**src/rtl/mem_arbiter.sv**
```systemverilog
// mem_arbiter: shares one main-memory port between the I-cache refill path and
// the D-cache refill/writeback path. One line transfer is outstanding at a time:
// an address phase, then BEATS write beats (D writeback) or BEATS read beats.
// D has fixed priority; after STARVE_LIMIT D grants taken while I was waiting,
// I is forced to win the next arbitration.
//
// Ports:
//   clk, reset            clock, asynchronous active-low reset
//   ic_req_*              I-side line read request (valid/ready/addr)
//   ic_resp_*             I-side read beats (valid/data/last), registered
//   dc_req_*              D-side request (valid/ready/rw/addr)
//   dc_wdata*             D-side write beats, passed straight through to memory
//   dc_resp_*             D-side read beats or write-complete pulse, registered
//   mem_req_*             memory address phase (valid/ready/rw/addr)
//   mem_wdata*            memory write beats
//   mem_resp_*            memory read beats, no backpressure
module mem_arbiter #(
    parameter int unsigned ADDR_WIDTH   = 32,
    parameter int unsigned DATA_WIDTH   = 128,
    parameter int unsigned BEATS        = 4,
    parameter int unsigned STARVE_LIMIT = 4
) (
    input  logic                  clk,
    input  logic                  reset,
    // I-cache side
    input  logic                  ic_req_valid,
    input  logic [ADDR_WIDTH-1:0] ic_req_addr,
    output logic                  ic_req_ready,
    output logic                  ic_resp_valid,
    output logic [DATA_WIDTH-1:0] ic_resp_data,
    output logic                  ic_resp_last,
    // D-cache side
    input  logic                  dc_req_valid,
    input  logic                  dc_req_rw,
    input  logic [ADDR_WIDTH-1:0] dc_req_addr,
    output logic                  dc_req_ready,
    input  logic                  dc_wdata_valid,
    input  logic [DATA_WIDTH-1:0] dc_wdata,
    output logic                  dc_wdata_ready,
    output logic                  dc_resp_valid,
    output logic [DATA_WIDTH-1:0] dc_resp_data,
    output logic                  dc_resp_last,
    // Memory side
    output logic                  mem_req_valid,
    output logic                  mem_req_rw,
    output logic [ADDR_WIDTH-1:0] mem_req_addr,
    input  logic                  mem_req_ready,
    output logic                  mem_wdata_valid,
    output logic [DATA_WIDTH-1:0] mem_wdata,
    input  logic                  mem_wdata_ready,
    input  logic                  mem_resp_valid,
    input  logic [DATA_WIDTH-1:0] mem_resp_data
);

    localparam int unsigned BeatW   = (BEATS > 1) ? $clog2(BEATS) : 1;
    localparam int unsigned StarveW = $clog2(STARVE_LIMIT + 1);
    localparam logic [BeatW-1:0]   LastBeat  = BeatW'(BEATS - 1);
    localparam logic [StarveW-1:0] StarveMax = StarveW'(STARVE_LIMIT);

    typedef enum logic [1:0] {StIdle, StAddr, StWdata, StRdata} state_e;

    state_e                state_q, state_d;
    logic [BeatW-1:0]      beat_q, beat_d;
    logic [StarveW-1:0]    starve_q, starve_d;
    logic                  own_dc_q, own_dc_d;
    logic                  rw_q, rw_d;
    logic [ADDR_WIDTH-1:0] addr_q, addr_d;

    logic                  ic_valid_q, ic_valid_d;
    logic                  ic_last_q, ic_last_d;
    logic [DATA_WIDTH-1:0] ic_data_q, ic_data_d;
    logic                  dc_valid_q, dc_valid_d;
    logic                  dc_last_q, dc_last_d;
    logic [DATA_WIDTH-1:0] dc_data_q, dc_data_d;

    logic grant_ic;
    logic grant_dc;
    logic beat_last;

    // I only overrides D once it has been passed over STARVE_LIMIT times.
    assign grant_ic  = ic_req_valid && (!dc_req_valid || (starve_q == StarveMax));
    assign grant_dc  = dc_req_valid && !grant_ic;
    assign beat_last = (beat_q == LastBeat);

    always_comb begin
        state_d         = state_q;
        beat_d          = beat_q;
        starve_d        = starve_q;
        own_dc_d        = own_dc_q;
        rw_d            = rw_q;
        addr_d          = addr_q;
        ic_valid_d      = 1'b0;
        ic_last_d       = 1'b0;
        ic_data_d       = '0;
        dc_valid_d      = 1'b0;
        dc_last_d       = 1'b0;
        dc_data_d       = '0;
        ic_req_ready    = 1'b0;
        dc_req_ready    = 1'b0;
        mem_req_valid   = 1'b0;
        mem_wdata_valid = 1'b0;
        mem_wdata       = '0;
        dc_wdata_ready  = 1'b0;

        unique case (state_q)
            StIdle: begin
                // Gate with reset so no ready escapes while the block is held in reset.
                ic_req_ready = grant_ic && reset;
                dc_req_ready = grant_dc && reset;
                if (grant_ic) begin
                    own_dc_d = 1'b0;
                    rw_d     = 1'b0;
                    addr_d   = ic_req_addr;
                    starve_d = '0;
                    state_d  = StAddr;
                end else if (grant_dc) begin
                    own_dc_d = 1'b1;
                    rw_d     = dc_req_rw;
                    addr_d   = dc_req_addr;
                    if (ic_req_valid && (starve_q != StarveMax)) begin
                        starve_d = starve_q + 1'b1;
                    end
                    state_d = StAddr;
                end
            end
            StAddr: begin
                mem_req_valid = 1'b1;
                if (mem_req_ready) begin
                    beat_d  = '0;
                    state_d = rw_q ? StWdata : StRdata;
                end
            end
            StWdata: begin
                mem_wdata_valid = dc_wdata_valid;
                mem_wdata       = dc_wdata;
                dc_wdata_ready  = mem_wdata_ready;
                if (dc_wdata_valid && mem_wdata_ready) begin
                    beat_d = beat_q + 1'b1;
                    if (beat_last) begin
                        // Write-complete pulse; response data stays zero.
                        dc_valid_d = 1'b1;
                        dc_last_d  = 1'b1;
                        state_d    = StIdle;
                    end
                end
            end
            StRdata: begin
                if (mem_resp_valid) begin
                    beat_d = beat_q + 1'b1;
                    if (own_dc_q) begin
                        dc_valid_d = 1'b1;
                        dc_data_d  = mem_resp_data;
                        dc_last_d  = beat_last;
                    end else begin
                        ic_valid_d = 1'b1;
                        ic_data_d  = mem_resp_data;
                        ic_last_d  = beat_last;
                    end
                    if (beat_last) begin
                        state_d = StIdle;
                    end
                end
            end
            default: state_d = StIdle;
        endcase
    end

    always_ff @(posedge clk or negedge reset) begin
        if (!reset) begin
            state_q    <= StIdle;
            beat_q     <= '0;
            starve_q   <= '0;
            own_dc_q   <= 1'b1;
            rw_q       <= 1'b0;
            addr_q     <= '0;
            ic_valid_q <= 1'b0;
            ic_last_q  <= 1'b0;
            ic_data_q  <= '0;
            dc_valid_q <= 1'b0;
            dc_last_q  <= 1'b0;
            dc_data_q  <= '0;
        end else begin
            state_q    <= state_d;
            beat_q     <= beat_d;
            starve_q   <= starve_d;
            own_dc_q   <= own_dc_d;
            rw_q       <= rw_d;
            addr_q     <= addr_d;
            ic_valid_q <= ic_valid_d;
            ic_last_q  <= ic_last_d;
            ic_data_q  <= ic_data_d;
            dc_valid_q <= dc_valid_d;
            dc_last_q  <= dc_last_d;
            dc_data_q  <= dc_data_d;
        end
    end

    assign ic_resp_valid = ic_valid_q;
    assign ic_resp_data  = ic_data_q;
    assign ic_resp_last  = ic_last_q;
    assign dc_resp_valid = dc_valid_q;
    assign dc_resp_data  = dc_data_q;
    assign dc_resp_last  = dc_last_q;
    assign mem_req_rw    = rw_q;
    assign mem_req_addr  = addr_q;

endmodule

```
**config.mk**
```make
export PLATFORM = sky130hd
export DESIGN_NAME = mem_arbiter
export DESIGN_NICKNAME = d
export VERILOG_FILES = /design/src/rtl/mem_arbiter.sv
export SDC_FILE = /design/constraint.sdc
export NUM_CORES = 1
export LEC_CHECK = 0
export CAP_MARGIN = 20
export CORE_AREA = 2 2 295 297
export DETAILED_ROUTE_END_ITERATION = 10
export DIE_AREA = 0 0 297 299
export SLEW_MARGIN = 30
export SYNTH_ARGS = -nofsm -noshare
export SYNTH_HDL_FRONTEND = slang
export SYNTH_SLANG_ARGS = --single-unit
```
**constraint.sdc**
```tcl
create_clock -name clk -period 1.5 [get_ports clk]
set_input_delay 0.225 -clock clk [delete_from_list [all_inputs] [get_ports clk]]
set_output_delay 0.225 -clock clk [all_outputs]
set_load 0.01 [all_outputs]
```
==> results of run 1 <==
-- final cells by class --
class                   count  area (µm²)  area share [%]
repair buffers            868        9910            41.3
flip-flops and latches    301        7530            31.4
multi-input cells         533        3800            15.9
well taps                1155        1450            6.03
clock buffers              47         991            4.13
clock inverters            12         149           0.621
inverters                  36         135           0.563
diodes                      8        20.0          0.0835
-- report_power, final --
group / leakage [nW] / internal, W / switching, W
registers: 4.07 / 0.00963 / 0.000560
clock network: 0.554 / 0.00500 / 0.00357
logic: 10.5 / 0.0100 / 0.00769
total: 15.2 / 0.0247 / 0.0118
-- stage by stage --
| step | instance area (µm²) | total power (W) |
|---|---|---|
| after detailed placement | 20800 | 0.0248 |
| after global placement | 20800 | 0.0247 |
| final | 24000 | 0.0365 |
| after floorplan | 11600 | 0.0159 |
| after global routing | 24000 | 0.0384 |
| after CTS | 22400 | 0.0359 |
-- registers in the layout (all words and copies together), names as in the netlist --
signal         count
dc_resp_data     128
ic_resp_data     128
mem_req_addr      32
starve_q           3
beat_q             2
state_q            2
dc_resp_last       1
dc_resp_valid      1
ic_resp_last       1
ic_resp_valid      1
mem_req_rw         1
own_dc_q           1
-- logic make-up (layout without fill, tap and decap cells) --
| logic type | after synthesis | after routing | synth area share [%] |
|---|---|---|---|
| other cells | 0 | 8 | 0 |
| flops | 301 | 301 | 65.0 |
| buf+inv | 107 | 963 | 4.18 |
| compound gates | 45 | 45 | 4.83 |
| mux | 1 | 1 | 0.0972 |
| fa+ha+maj | 3 | 3 | 0.324 |
| simple gates | 484 | 484 | 25.6 |
-- worst paths after layout --
path / startpoint / to
max: state_q[1]$_DFFE_PN0P_ / mem_wdata[39]
min: mem_resp_data[106] / ic_resp_data[106]$_DFF_PN0_
max reg2reg: state_q[0]$_DFFE_PN0P_ / ic_resp_data[11]$_DFF_PN0_
min reg2reg: starve_q[2]$_DFFE_PN0P_ / starve_q[2]$_DFFE_PN0P_
max in group asynchronous: reset / ic_resp_data[85]$_DFF_PN0_
min in group asynchronous: reset / mem_req_addr[23]$_DFFE_PN0P_
-- metal layers --
layer  wire (µm)  global-route usage, %  up-vias
met4        1430                   2.79       36
li1            -                      -     4700
met2       32000                   22.7      528
met1       19800                   10.9     4956
met3        6360                   6.12      106
met5         222                      0        -
-- synthesized netlist by cell type (5+ instances only) --
cell type	number	share of area [%]
nand3_1	38	1.6
dfrtp_1	300	65
clkbuf_2	10	0.43
o221ai_2	29	3.8
buf_2	11	0.48
inv_1	35	1.1
buf_6	7	0.68
and2_1	388	21
nand4_1	36	1.9
nor2_1	5	0.16
clkbuf_1	42	1.4
nand2_1	7	0.23
-- timing repair --
item | in CTS | in global routing
pin swaps | 28 | 25
hold buffers | 1 | 0
gates resized for setup | 572 | 387
hold endpoints to repair | 101 | 0
cloned | 9 | 23
buffers inserted | 15 | 18
setup endpoints to repair | 702 | 715
==> results.yml, run 1 <==
setup_path:
  cpMaxStageDelayCell: "dfrtp_1"
  max_stage_delay_ns: 0.38
  wp_data_arrival_ns: 1.85
  cpLargestDelayFamily: "buffers and inverters"
  timing.critical_path.from_type: "register"
  worstPathCellList: "inv_2, nor2_4, buf_12, buf_12, buf_12, buf_16, and2_4, buf_6"
  critical_path_cell_count: 8
  worst-path-max-fanout: 5
  crit_type: "register to primary output"
  r2r_slack_ns: -0.17
  crit_required_ns: 1.27
  critPathBufInv: 6
  worst_setup_end_kind: "primary output"
  cell_count_of_the_worst_reg_to_reg_path: 8
  cp_common_cell: "buf_12"
cells_and_area:
  most_common_cell_after_layout_fill_and_taps_aside: "clkdlybuf4s50_1"
  finish.utilization_pct: 27.9
  post_route_cells_drive_above_1_share_pct: 23.0
  num-nets-final: 2107
  area.growth.synth_to_final_pct: 107
  most-common-layout-cells: "clkdlybuf4s50_1, and2_1, dfrtp_1"
  layout.cells.non_filler: 2960
  fillCellCount: 8911
placed_design:
  detailedPlacementHpwl_um: 42600
  placement.setup.worst_slack_ns: -0.607
  buffer_ports.inserted: 754
  gp_routability_congestion: 0.826
  dp.cells: 2834
routing:
  detail_route.wirelength_um: 59800
  detail-route-antenna-nets: 0
  drt-pass1-iter-count: 4
  detail_route.vias_per_cell: 3.49
  drt_drc_violations_left: 0
  vias: 10300
  drtIter0Drc: 325
  avgRoutedWirePerCell_um: 20.2
die:
  die_outline_width_um: 297
  io-pin-count: 755
  floorplan.die_area_um2: 88800
  fp.dieH_um: 299
  fp.coreArea_um2: 85900
  floorplan.initialDensity_pct: 13.5
  rows: 108
synth:
  synth_seq_area_share_pct: 65.0
  asyncSetResetFlopFracSynth_pct: 100
  netlist_area_um2: 11600
  postSynthNetCount: 1273
  dominantRegCellSynth: "dfrtp_1"
  postSynthAreaPerCell_um2: 12.3
  synth.ff_latch_count: 301
  post_synth_num_cell_types: 36
  postSynthCellCount: 941
  synth-edff-count: 0
  yosys_warnings: 0
sta:
  final-hold-violation-count: 0
  final_setup_skew_ns: 0.0211
  grt_setup_unrepaired: "true"
  timing.final.crit_share_pct: 138
  final_period_minus_worst_setup_slack_ns: 2.08
  achievable-frequency_mhz: 482
  setup_ws_ns: -0.577
  tns_ns: -82.90
  setup_violations: 354
  final_max_slew_viol_count: 0
  worstMarginPinSlew_ns: 0.724
  timing.max_slew.rel_slack_pct: 51.7
  fin_hold_ws_ns: 0.251
status:
  outcome: "finished, violations left"
  violations_in_the_final_reports: "setup timing"
min_path:
  holdCritPathClass: "input pin to register"
  hold-path-cell-count: 2
global_route:
  overflow_after_grt: 0
  first_pass_grt_wire_length_um: 76300
  grt_use_total_pct: 11.8
  grt_antenna_before_repair: 23
  grt_pass1_vias: 10600
  maximum_number_of_pins_on_one_net_before_global_route_repair: 93
clock_tree:
  htree_num_levels: 2
  clock_latency_ns: 0.55
  cts_max_path_buffers: 3
  clkSlewWorstSetupHoldPaths_ns: 0.06
  tritoncts.num_buffers: 35
  clk_root_buffer_cell: "clkbuf_16"
  cts_sinks: 301
  tritoncts: "built"
run:
  cap_viol_max_count: 0
power:
  ir_worst_vdd_mv: 0.904
  cellLeakagePower_nw: 15.2
  power_density_of_the_placed_cells_nw_per_um2: 1520
Power figures use the tool's default switching activity.
==> run 2: changes to the inputs <==
- CORE_AREA: 2 2 295 297 -> 2 2 291 293
- CTS_BUF_LIST: default -> sky130_fd_sc_hd__clkbuf_8
- DIE_AREA: 0 0 297 299 -> 0 0 293 295
==> results.yml, run 2 (synthesized netlist as in run 1, its figures left out) <==
sta:
  final_setup_skew_ns: 0.0291
  final-hold-violation-count: 0
  timing.final.crit_share_pct: 141
  final_max_slew_viol_count: 0
  achievable-frequency_mhz: 472
  setup_violations: 372
  setup_ws_ns: -0.617
  final_period_minus_worst_setup_slack_ns: 2.12
  grt_setup_unrepaired: "true"
  timing.max_slew.rel_slack_pct: 66.7
  worstMarginPinSlew_ns: 0.500
setup_path:
  timing.critical_path.from_type: "register"
  critPathBufInv: 4
  worst_setup_end_kind: "primary output"
  cpMaxStageDelayCell: "dfrtp_1"
  crit_type: "register to primary output"
  max_stage_delay_ns: 0.40
  worst-path-max-fanout: 2
  worstPathCellList: "buf_4, buf_4, nor2_4, buf_6, and3_4, buf_6"
  wp_data_arrival_ns: 1.89
  crit_required_ns: 1.27
  cpLargestDelayFamily: "buffers and inverters"
clock_tree:
  clock_latency_ns: 0.63
  cts_max_path_buffers: 3
  htree_num_levels: 2
  clkSlewWorstSetupHoldPaths_ns: 0.06
  clk_root_buffer_cell: "clkbuf_8"
  tritoncts: "built"
  tritoncts.num_buffers: 54
  cts_sinks: 301
power:
  ir_worst_vdd_mv: 0.935
  cellLeakagePower_nw: 15.1
  power_density_of_the_placed_cells_nw_per_um2: 1510
  fin_total_pwr_w: 0.0364
die:
  io-pin-count: 755
  floorplan.initialDensity_pct: 13.9
  rows: 106
  fp.dieH_um: 295
  die_outline_width_um: 293
  floorplan.die_area_um2: 86400
  fp.coreArea_um2: 83200
cells_and_area:
  post_route_cells_drive_above_1_share_pct: 26.8
  area.growth.synth_to_final_pct: 107
  finish.utilization_pct: 28.9
  fillCellCount: 8557
  most-common-layout-cells: "clkdlybuf4s50_1, and2_1, dfrtp_1"
  final_design_area_no_fill_um2: 24000
  num-nets-final: 2137
  layout.cells.non_filler: 2943
  most_common_cell_after_layout_fill_and_taps_aside: "clkdlybuf4s50_1"
min_path:
  holdCritPathClass: "input pin to register"
placed_design:
  buffer_ports.inserted: 754
  placed_cell_area_um2: 20700
  dp.cells: 2766
  detailedPlacementHpwl_um: 54600
  placement.setup.worst_slack_ns: -0.603
  gp_routability_congestion: 0.879
run:
  cap_viol_max_count: 0
routing:
  drtIter0Drc: 378
  detail_route.wirelength_um: 72200
  avgRoutedWirePerCell_um: 24.5
  vias: 10800
  detail_route.vias_per_cell: 3.67
  detail-route-antenna-nets: 0
  drt_drc_violations_left: 0
  drt-pass1-iter-count: 6
global_route:
  grt_antenna_before_repair: 45
  first_pass_grt_wire_length_um: 86900
  overflow_after_grt: 0
  maximum_number_of_pins_on_one_net_before_global_route_repair: 61
  grt_pass1_vias: 10900
  grt_use_total_pct: 14.6
status:
  violations_in_the_final_reports: "setup timing"
  outcome: "finished, violations left"
[run 2: cell types whose count changed in the layout (fill, tap and decap cells not counted), moves of 10 or more]
cell / before / now
diode_2: 8 / 18
clkbuf_16: 54 / 24
buf_2: 61 / 41
clkbuf_2: 0 / 15
buf_4: 37 / 54
and2_1: 322 / 301
and2_4: 68 / 90
clkbuf_8: 7 / 66
dlymetal6s2s_1: 293 / 278
inv_1: 33 / 51
buf_6: 77 / 92
[run 2: per-stage QoR]
stage | hold WS (ns) | setup TNS [ns]
finish | 0.147 | -95.83
global route | 0.124 | -127.86
CTS | 0.0852 | -186.88
detailed placement | 0.221 | -96.43
global placement | 0.221 | -94.59
floorplan | -0.0706 | -0.673
[run 2: layout make-up]
class | instances | area [µm²] | share of cell area, %
sequential | 301 | 7530 | 31.3
antenna | 18 | 45.0 | 0.187
tap | 1080 | 1350 | 5.62
multi-input combinational | 534 | 3920 | 16.3
clock inverter | 30 | 173 | 0.718
timing repair buffer | 878 | 9970 | 41.5
clock buffer | 66 | 908 | 3.78
inverter | 36 | 135 | 0.562
[run 2: final timing paths]
| kind | from | to | slack, ns | cells past startpoint |
|---|---|---|---|---|
| max | state_q[1]$_DFFE_PN0P_ | ic_req_ready | -0.62 | 6 |
| min | mem_resp_data[119] | ic_resp_data[119]$_DFF_PN0_ | 0.15 | 2 |
| max reg2reg | state_q[1]$_DFFE_PN0P_ | mem_req_addr[11]$_DFFE_PN0P_ | -0.36 | 9 |
| min reg2reg | mem_req_addr[17]$_DFFE_PN0P_ | mem_req_addr[17]$_DFFE_PN0P_ | 0.57 | 2 |
| max in group asynchronous | reset | dc_resp_data[104]$_DFF_PN0_ | 0.17 | 4 |
| min in group asynchronous | reset | starve_q[1]$_DFFE_PN0P_ | 0.41 | 3 |
[run 2: report_power, final]
group	leakage, nW	internal [W]	switching (W)
registers	4.07	0.00964	0.000567
logic	10.4	0.0100	0.00841
clock network	0.629	0.00414	0.00358
[run 2: timing repair]
| item | CTS | global route |
|---|---|---|
| gates resized for setup | 412 | 483 |
| setup buffers | 8 | 23 |
| setup endpoints to repair | 462 | 748 |
| endpoints found under the hold margin | 92 | 0 |
| pin swaps | 10 | 42 |
| hold buffers | 1 | 0 |
| cloned | 1 | 31 |
[run 2: metal layers]
layer / GRT usage, % / vias up / part of all wire, % / wire length (µm)
li1: - / 4783 / - / -
met1: 12.4 / 5233 / 32 / 23100
met2: 27.1 / 601 / 52 / 37300
met3: 6.92 / 162 / 9.8 / 7070
met4: 9.49 / 32 / 6.3 / 4550
met5: 0 / - / 0.31 / 224
